**src/rtl/three_zone_seq_divider_pkg.sv**
```systemverilog
// Shared types and constants for the sequential restoring divider.
package three_zone_div_pkg;
  localparam int DIVIDEND_W = 32;
  localparam int DIVISOR_W  = 16;
  localparam int QUOT_W     = 32;

  // Quotient reported when the divisor is zero
  localparam logic [QUOT_W-1:0] DBZ_QUOT = 32'hFFFF_FFFF;

  typedef enum logic [1:0] {
    IDLE,
    RUN,
    DONE
  } state_t;
endpackage

```
**src/rtl/three_zone_seq_divider_if.sv**
```systemverilog
// Operand/result handshake bundle for the sequential divider.
interface three_zone_seq_divider_if;
  import three_zone_div_pkg::*;

  logic                  in_valid;
  logic                  in_ready;
  logic [DIVIDEND_W-1:0] dividend;
  logic [DIVISOR_W-1:0]  divisor;
  logic                  out_valid;
  logic                  out_ready;
  logic [QUOT_W-1:0]     quotient;
  logic [DIVISOR_W-1:0]  remainder;
  logic                  div_by_zero;

  // Requester / result consumer side
  modport master (
    output in_valid, dividend, divisor, out_ready,
    input  in_ready, out_valid, quotient, remainder, div_by_zero
  );

  // Divider side
  modport slave (
    input  in_valid, dividend, divisor, out_ready,
    output in_ready, out_valid, quotient, remainder, div_by_zero
  );
endinterface

```
**src/rtl/three_zone_seq_divider_step.sv**
```systemverilog
// One radix-2 restoring division step: shift in a dividend bit, trial-subtract.
module div_restore_step
  import three_zone_div_pkg::*;
(
  input  logic [DIVISOR_W:0]   rem_i,
  input  logic                 dvd_bit_i,
  input  logic [DIVISOR_W-1:0] divisor_i,
  output logic [DIVISOR_W:0]   rem_o,
  output logic                 quot_bit_o
);
  logic [DIVISOR_W:0] rem_shift;
  logic [DIVISOR_W:0] dvs_ext;
  logic               unused_rem_msb;

  // The partial remainder is always below the divisor, so its top bit is
  // zero and dropping it in the shift loses nothing.
  assign unused_rem_msb = rem_i[DIVISOR_W];
  assign rem_shift      = {rem_i[DIVISOR_W-1:0], dvd_bit_i};
  assign dvs_ext        = {1'b0, divisor_i};

  // Trial subtraction; keep the shifted value when it would go negative
  always_comb begin
    quot_bit_o = (rem_shift >= dvs_ext);
    rem_o      = quot_bit_o ? (rem_shift - dvs_ext) : rem_shift;
  end
endmodule

```
**src/rtl/three_zone_seq_divider.sv**
```systemverilog
// Iterative restoring divider, 32/16 -> 32 quotient + 16 remainder.
// APPROX_LSB skips the final iterations; those quotient bits read as zero.
module three_zone_seq_divider
  import three_zone_div_pkg::*;
#(
  parameter int APPROX_LSB = 0
) (
  input logic                     clk,
  input logic                     rst_n,
  three_zone_seq_divider_if.slave bus
);
  localparam int ITERS = QUOT_W - APPROX_LSB;
  localparam int CNT_W = 6;
  localparam logic [CNT_W-1:0] LAST = CNT_W'(ITERS - 1);

  if (APPROX_LSB < 0 || APPROX_LSB > 16) begin : g_bad_approx
    $error("APPROX_LSB must lie in 0..16");
  end

  state_t                state_q, state_d;
  logic [DIVIDEND_W-1:0] dvd_q,   dvd_d;
  logic [DIVISOR_W-1:0]  dvs_q,   dvs_d;
  logic [DIVISOR_W:0]    rem_q,   rem_d;
  logic [QUOT_W-1:0]     acc_q,   acc_d;
  logic [CNT_W-1:0]      cnt_q,   cnt_d;
  logic [QUOT_W-1:0]     quot_q,  quot_d;
  logic [DIVISOR_W-1:0]  remout_q, remout_d;
  logic                  dbz_q,   dbz_d;

  logic [DIVISOR_W:0]    rem_step;
  logic                  quot_bit;

  div_restore_step u_step (
    .rem_i      (rem_q),
    .dvd_bit_i  (dvd_q[DIVIDEND_W-1]),
    .divisor_i  (dvs_q),
    .rem_o      (rem_step),
    .quot_bit_o (quot_bit)
  );

  // Next-state: accept in IDLE, iterate MSB-first in RUN, hold results in DONE.
  // A zero divisor still passes through RUN for one cycle so its result
  // appears one edge after the accept.
  always_comb begin
    state_d  = state_q;
    dvd_d    = dvd_q;
    dvs_d    = dvs_q;
    rem_d    = rem_q;
    acc_d    = acc_q;
    cnt_d    = cnt_q;
    quot_d   = quot_q;
    remout_d = remout_q;
    dbz_d    = dbz_q;
    unique case (state_q)
      IDLE: begin
        if (bus.in_valid) begin
          dvd_d   = bus.dividend;
          dvs_d   = bus.divisor;
          rem_d   = '0;
          acc_d   = '0;
          cnt_d   = '0;
          state_d = RUN;
        end
      end
      RUN: begin
        if (dvs_q == '0) begin
          quot_d   = DBZ_QUOT;
          remout_d = dvd_q[DIVISOR_W-1:0];
          dbz_d    = 1'b1;
          state_d  = DONE;
        end else begin
          dvd_d = dvd_q << 1;
          rem_d = rem_step;
          acc_d = (acc_q << 1) | QUOT_W'(quot_bit);
          cnt_d = cnt_q + 1'b1;
          if (cnt_q == LAST) begin
            quot_d   = acc_d << APPROX_LSB;
            remout_d = rem_step[DIVISOR_W-1:0];
            state_d  = DONE;
          end
        end
      end
      DONE: begin
        if (bus.out_ready) begin
          dbz_d   = 1'b0;
          state_d = IDLE;
        end
      end
      default: state_d = IDLE;
    endcase
  end

  // State registers with synchronous active-low reset
  always_ff @(posedge clk) begin
    if (!rst_n) begin
      state_q  <= IDLE;
      dvd_q    <= '0;
      dvs_q    <= '0;
      rem_q    <= '0;
      acc_q    <= '0;
      cnt_q    <= '0;
      quot_q   <= '0;
      remout_q <= '0;
      dbz_q    <= 1'b0;
    end else begin
      state_q  <= state_d;
      dvd_q    <= dvd_d;
      dvs_q    <= dvs_d;
      rem_q    <= rem_d;
      acc_q    <= acc_d;
      cnt_q    <= cnt_d;
      quot_q   <= quot_d;
      remout_q <= remout_d;
      dbz_q    <= dbz_d;
    end
  end

  assign bus.in_ready    = (state_q == IDLE);
  assign bus.out_valid   = (state_q == DONE);
  assign bus.quotient    = quot_q;
  assign bus.remainder   = remout_q;
  assign bus.div_by_zero = dbz_q;
endmodule
```
**src/flat_wrapper.sv**
```systemverilog
// flat-port wrapper written by rule: the top's interface ports become plain ports
module three_zone_seq_divider_flat import three_zone_div_pkg::*;
#(
  parameter int APPROX_LSB = 0
)
  (clk, rst_n, bus_in_valid, bus_dividend, bus_divisor, bus_out_ready, bus_in_ready, bus_out_valid, bus_quotient, bus_remainder, bus_div_by_zero);
  three_zone_seq_divider_if bus_i ();
  input logic clk;
  input logic rst_n;
  input wire logic [$bits(bus_i.in_valid)-1:0] bus_in_valid;
  input wire logic [$bits(bus_i.dividend)-1:0] bus_dividend;
  input wire logic [$bits(bus_i.divisor)-1:0] bus_divisor;
  input wire logic [$bits(bus_i.out_ready)-1:0] bus_out_ready;
  output wire logic [$bits(bus_i.in_ready)-1:0] bus_in_ready;
  output wire logic [$bits(bus_i.out_valid)-1:0] bus_out_valid;
  output wire logic [$bits(bus_i.quotient)-1:0] bus_quotient;
  output wire logic [$bits(bus_i.remainder)-1:0] bus_remainder;
  output wire logic [$bits(bus_i.div_by_zero)-1:0] bus_div_by_zero;
  assign bus_i.in_valid = bus_in_valid;
  assign bus_i.dividend = bus_dividend;
  assign bus_i.divisor = bus_divisor;
  assign bus_i.out_ready = bus_out_ready;
  assign bus_in_ready = bus_i.in_ready;
  assign bus_out_valid = bus_i.out_valid;
  assign bus_quotient = bus_i.quotient;
  assign bus_remainder = bus_i.remainder;
  assign bus_div_by_zero = bus_i.div_by_zero;
  three_zone_seq_divider #(.APPROX_LSB(APPROX_LSB)) u_core (.clk(clk), .rst_n(rst_n), .bus(bus_i));
endmodule
```
**config.mk**
```make
export PLATFORM = sky130hd
export DESIGN_NAME = three_zone_seq_divider_flat
export DESIGN_NICKNAME = d
export VERILOG_FILES = /design/src/rtl/three_zone_seq_divider_pkg.sv /design/src/rtl/three_zone_seq_divider_if.sv /design/src/rtl/three_zone_seq_divider_step.sv /design/src/rtl/three_zone_seq_divider.sv /design/src/flat_wrapper.sv
export SDC_FILE = /design/constraint.sdc
export NUM_CORES = 1
export LEC_CHECK = 0
export CORE_ASPECT_RATIO = 2
export CORE_MARGIN = 4
export CORE_UTILIZATION = 49
export DETAILED_ROUTE_END_ITERATION = 10
export PLACE_DENSITY = 0.73
export SLEW_MARGIN = 20
export SYNTH_ARGS = -nofsm -noshare
export SYNTH_HDL_FRONTEND = slang
export SYNTH_SLANG_ARGS = --single-unit
```
**constraint.sdc**
```tcl
create_clock -name clk -period 2.4 [get_ports clk]
set_clock_uncertainty 0.15 [all_clocks]
set_input_delay 0.72 -clock clk [delete_from_list [all_inputs] [get_ports clk]]
set_output_delay 0.72 -clock clk [all_outputs]
set_load 0.01 [all_outputs]
```
# ---- Yosys cells after proc, flatten, opt, wreduce, memory -nomap -nowiden
# Cells that the tools add are included.
dict set report word_totals {
  out_inout_bits 51
  register_bits 152
  wordCells 56
  input_bits 52
}
dict set report classes {
  addsub 2
  reduce_logical 10
  n_lt_le_gt_ge 1
  n_eq_ne 8
  bitwise_logic 1
  muxes 25
}
# cell count
set op_table {}
lappend op_table {{$mux 32} 4}
lappend op_table {{$mux 16} 5}
lappend op_table {{$pmux 32 s2} 1}
lappend op_table {{$mux 31} 2}
lappend op_table {{$pmux 31 s2} 1}
lappend op_table {{$or 32x1->32} 1}
lappend op_table {{$pmux 16 s2} 1}
lappend op_table {{$ge 17x16->1} 1}
lappend op_table {{$logic_not 16->1} 1}
lappend op_table {{$sub 16x16->16} 1}
lappend op_table {{$mux 6} 2}
lappend op_table {{$pmux 6 s2} 1}
lappend op_table {{$reduce_and 3->1} 3}
lappend op_table {{$mux 2} 4}
lappend op_table {{$add 6x1->6 const B} 1}
lappend op_table {{$eq 6x5->1 const B} 1}
lappend op_table {{$ne 2x2->1 const B} 3}
lappend op_table {{$pmux 2 s3} 1}
lappend op_table {{$reduce_bool 2->1} 3}
lappend op_table {{$reduce_and 2->1} 2}
lappend op_table {{$ne 3x1->1 const B} 1}
lappend op_table {{$eq 2x1->1 const B} 1}
lappend op_table {{$eq 2x2->1 const B} 1}
lappend op_table {{$logic_not 2->1} 1}
lappend op_table {{3 further kinds} 4}

# ---- Depth between registers and ports, before layout
dict set report logic_depth {
  ltp_word 4
  depth_mapped 12
}

# ---- Modules after synthesis
# A second synthesis with hierarchy kept.
dict set report hier_totals {
  hier_cells 828
  area_unflattened_um2 7284.5
}
# module area_per_inst_um2 seq_area_each_um2 cells_per_inst instances
set modules_own_cells {}
lappend modules_own_cells {three_zone_seq_divider 6217.2 3062.9 691 1}
lappend modules_own_cells {div_restore_step 1067.3 0.0 137 1}

# ---- Least setup slack after synthesis
# OpenSTA, ideal clock, no wires.
dict set report synth_path {
  path_type {flip-flop to flip-flop}
  start {register u_core.dvs_q[1]}
  end {register u_core.remout_q[8] (netlist: u_core.bus.remainder[8])}
  t_required_ns 2.116
  n_path_buf 2
  period_less_slack_ns 2.495
  path_stages_with_launch 12
  setup_ns 0.134
  slack_ns -0.095
  arrival_ns 2.211
  path_cell_list {dfxtp_1 -> inv_1 -> ha_1 -> nor2b_1 -> o31a_2 -> o21ai_2 -> a21o_4 -> and2_4 -> buf_12 -> buf_12 -> mux2i_1 -> o22ai_1}
}
dict set report synth_via {
  elab_chain_cells 4
}
# element line_no
set synth_lines {}
lappend synth_lines {{start: declaration} three_zone_seq_divider.sv:22} ;# logic [DIVISOR_W-1:0] dvs_q, dvs_d;
lappend synth_lines {{start signal: assignment} three_zone_seq_divider.sv:108} ;# dvs_q <= dvs_d;
lappend synth_lines {{$sub 16x16->16 or $ge 17x16->1 (tied branches)} {three_zone_seq_divider_step.sv:24, three_zone_seq_divider_step.sv:23}}
lappend synth_lines {{$mux 16} three_zone_seq_divider_step.sv:24} ;# rem_o = quot_bit_o ? (rem_shift - dvs_ext) : rem_shift;
lappend synth_lines {{$mux 16} three_zone_seq_divider.sv:76} ;# if (cnt_q == LAST) begin
lappend synth_lines {{$mux 16} three_zone_seq_divider.sv:66} ;# if (dvs_q == '0) begin
lappend synth_lines {{end signal: assignment} three_zone_seq_divider.sv:113} ;# remout_q <= remout_d;
lappend synth_lines {{end: declaration} three_zone_seq_divider.sv:27} ;# logic [DIVISOR_W-1:0] remout_q, remout_d;
# Parallel ways exist; a longest one is shown, timed or not. The select of a mux whose other input is x is not followed.
# A chain may end at the register's enable or synchronous reset.

# ---- Worst setup path after layout
dict set report layout_path {
  start {register u_core.dvd_q[31]}
  end {register u_core.remout_q[14] (netlist: u_core.bus.remainder[14])}
}
dict set report layout_via {
  elab_chain_cells 4
}
# element line_no
set layout_lines {}
lappend layout_lines {{start: declaration} three_zone_seq_divider.sv:21} ;# logic [DIVIDEND_W-1:0] dvd_q, dvd_d;
lappend layout_lines {{start signal: assignment} three_zone_seq_divider.sv:107} ;# dvd_q <= dvd_d;
lappend layout_lines {{$sub 16x16->16 or $ge 17x16->1 (tied branches)} {three_zone_seq_divider_step.sv:24, three_zone_seq_divider_step.sv:23}}
lappend layout_lines {{$mux 16 (*)} three_zone_seq_divider_step.sv:24}
lappend layout_lines {{$mux 16 (*)} three_zone_seq_divider.sv:76}
lappend layout_lines {{$mux 16 (*)} three_zone_seq_divider.sv:66}
# Mark *: on every way between the ends. The rest lies on a longest branch, timed or not. The select of a mux whose other input is x is not followed.

==> flow_metrics.tcl <==
set metrics [dict create \
    place_hpwl_um 15800 \
    hold_path_depth 2 \
    worst-path-buf-inv 2 \
    seqCellArea_um2 3060 \
    fin_cells 1261 \
    r2r_start "u_core.dvd_q[31]" \
    rows 61 \
    leakagePower_nw 3.87 \
    reg2reg_depth 11 \
    drive_gt1_frac 0.215 \
    layout.nets 1129 \
    drt-total-wl_um 22100 \
    initial_core_util 0.500 \
    cts.sink_count 152 \
    drt_pass1_iterations 5 \
    end_kind "flip-flop" \
    synth_most_common_cell "nand2_1" \
    fin_crit_sh 1.05 \
    min_to "u_core.acc_q[15]" \
    yosys.area.top_type "dfxtp_1" \
    yosysUniqueCellTypes 63 \
    relSlewSlack 0.647 \
    critPathMaxStageDelay_ns 0.36 \
    cp_num_cells 11 \
    ys.flop_type "dfxtp_1" \
    route.detailed.drc 0 \
    gp_congestion 0.981 \
    setup_viol 11 \
    pre_cts_slack_ns -0.264 \
    cts_max_level 4 \
    reg2reg_to "u_core.bus.remainder[14]" \
    grt_start_max_net_pins 58 \
    pwr-share-comb 0.424 \
    rsz0062_at_grt "true" \
    cts_tree "yes" \
    synth_cells 883 \
    placedCellCount 1215 \
    yosysWarnings 0 \
    die_y_um 177 \
    hp-start "u_core.acc_q[15]" \
    antenna_found_initial 0 \
    min_path_type "reg2reg" \
    multiInputGateArea_um2 3960 \
    grtUsageTotal 0.270 \
    criticalPathCategory "reg2reg" \
    syn-num-nets 953 \
    via_per_inst 5.66 \
    drv_slew 0 \
    p_sw_mw 3.45 \
    ys_seq_area_frac 0.435 \
    crit_fanout 3 \
    cts_buffers 17 \
    status "finished with violations" \
    worst_setup_hold_path_clk_slew_ns 0.07 \
    clockBufferDepth 2 \
    numPortBuffers 102 \
    ys_ff_latch 152 \
    synth_common_cells "nand2_1, dfxtp_1, nor2_1" \
    hold_violations 0 \
    worstMarginPinSlew_ns 0.528 \
    die_area_um2 16400 \
    grt_first_pass_wirelength_um 35000 \
    drtIter0Drc 421 \
    synth_top_area_share 0.435 \
    grt_overflow 0 \
    drv_cap 0 \
    postPlaceCellArea_um2 8980 \
    area_delta_synth_final_pct 44.1 \
    clock_power_share 0.285 \
    wl_per_cell_um 17.5 \
    powerDensity_nw_per_um2 994 \
    ctsRootBufferMaster "clkbuf_16" \
    min_period_ns 2.53 \
    vias 7139 \
    vdd_drop_max_v 0.000586 \
    cp_data_arrival_time_ns 2.71 \
    p_sw_frac 0.345 \
    critPathTopFamily "compound AO/OA/AOI/OAI gates" \
    cts_hold_buf 0 \
    postSynthAreaPerCell_um2 7.92 \
    fmax_ghz 0.396 \
    core_area_um2 14000 \
    crit_path_top_delay_cell "fa_2" \
    p_int_mw 6.56 \
    io_pins 103 \
    power.total_mw 10.0 \
    violations "setup timing" \
    yosys-top-cells-area "dfxtp_1, nand2_1, a21oi_1, nor3_1, nor2_1" \
    cp.required_ns 2.58 \
    startpoint_type "flip-flop" \
    r2r_slack_ns -0.13 \
    p_seq_frac 0.291 \
    die_w_um 92.5 \
    fillers 1108 \
    fin_ws_ns -0.125 \
    post-route-util 0.721 \
    ant_nets 0 \
    async_flop_share 0 \
    final_area_um2 10100 \
    path_cells "inv_4 -> ha_4 -> inv_2 -> fa_2 -> a211oi_4 -> o21a_1 -> nor3_4 -> nor2b_4 -> a311oi_2 -> mux2i_2 -> a221oi_2" \
    insertion_delay_ns 0.42 \
    grt_pass1_vias 7145 \
    n_antenna_cell 0 \
    netlist_area_um2 6990 \
    synth_edf_count 0 \
]
==> cell type report <==
type,instances,area share
inverter,22,0.00869
tap,189,0.0235
clock buffer,17,0.0422
sequential,152,0.304
clock inverter,15,0.0202
multi-input combinational,643,0.393
timing repair buffer,223,0.208
==> cells by family after synthesis <==
logic type / synth area share
and+or+nand+nor: 0.253
AOI/OAI and AO/OA: 0.191
DFF: 0.435
buffers and inverters: 0.0555
adders and majority gates: 0.0333
xor gates and xnor gates: 0.0150
muxes: 0.0165
==> power groups by stage <==
stage                     Combinational (mW)  Clock [mW]  Sequential [mW]
after floorplan                         2.20           0             2.90
after global placement                  3.52           0             2.94
after detailed placement                3.56           0             2.94
after CTS                               3.80        2.89             2.90
after global routing                    4.56        2.99             2.93
final                                   4.24        2.86             2.91
==> per-stage QoR <==
step | hold WS, ns | setup TNS [ns]
final | 0.325 | -0.592
after global routing | 0.336 | -3.05
after CTS | 0.325 | -1.12
after detailed placement | 0.299 | -2.43
after global placement | 0.295 | -1.77
after floorplan | 0.283 | -0.0000160
==> worst register-to-register path: stages (launching register included) <==
cell and delay [ns]:
dfxtp_2 0.34, inv_4 0.08, ha_4 0.14, inv_2 0.03
fa_2 0.36, a211oi_4 0.25, o21a_1 0.22, nor3_4 0.06
nor2b_4 0.13, a311oi_2 0.27, mux2i_2 0.15, a221oi_2 0.27
==> layer usage <==
metal,vias up,GRT usage,part of all wire
met4,0,0.157,0.045
met2,174,0.500,0.56
met3,62,0.0506,0.034
li1,3460,-,-
met5,-,0,0
met1,3443,0.277,0.36
==> worst max path at each step <==
| stage | end | slack (ns) | from |
|---|---|---|---|
| after floorplan | u_core.bus.remainder[8] | -0.00002 | u_core.dvs_q[6] |
| after global placement | u_core.bus.remainder[14] | -0.29 | u_core.dvs_q[0] |
| after detailed placement | u_core.bus.remainder[14] | -0.26 | u_core.dvs_q[0] |
| after CTS | u_core.bus.remainder[14] | -0.23 | u_core.dvd_q[31] |
| after global routing | u_core.bus.remainder[14] | -0.21 | u_core.dvd_q[31] |
| final | u_core.bus.remainder[14] | -0.13 | u_core.dvd_q[31] |
==> placed cells by master (no fill, tap or decap), drive strengths merged, types with 4 or more instances in the layout <==
master	n
clkbuf	17
nor3	71
a21oi	76
o211ai	6
o21a	8
dfxtp	152
o21ai	35
nand4	6
clkdlybuf4s50	100
nor2b	4
and3	7
a31oi	5
or3	5
ha	17
a311oi	33
nand3	39
nor4	4
a211oi	7
mux2i	10
o22ai	6
nand2	159
a21o	8
nor2	89
xor2	7
xnor2	5
buf	120
and2	6
inv	31
==> registers in the layout (all words and copies together), names as in the netlist <==
register,count
u_core.bus.quotient,32
u_core.bus.div_by_zero,1
u_core.acc_q,31
u_core.rem_q,16
u_core.dvd_q,32
u_core.dvs_q,16
u_core.cnt_q,6
u_core.state_q,2
u_core.bus.remainder,16
==> what timing repair did <==
action | 4_1_cts | 5_1_grt
setup endpoints to repair | 36 | 66
setup buffers | 9 | 5
gates cloned | 1 | 0
resized for setup | 38 | 36
pin swaps | 24 | 12
Note: power is estimated with default switching activity, not from simulation.
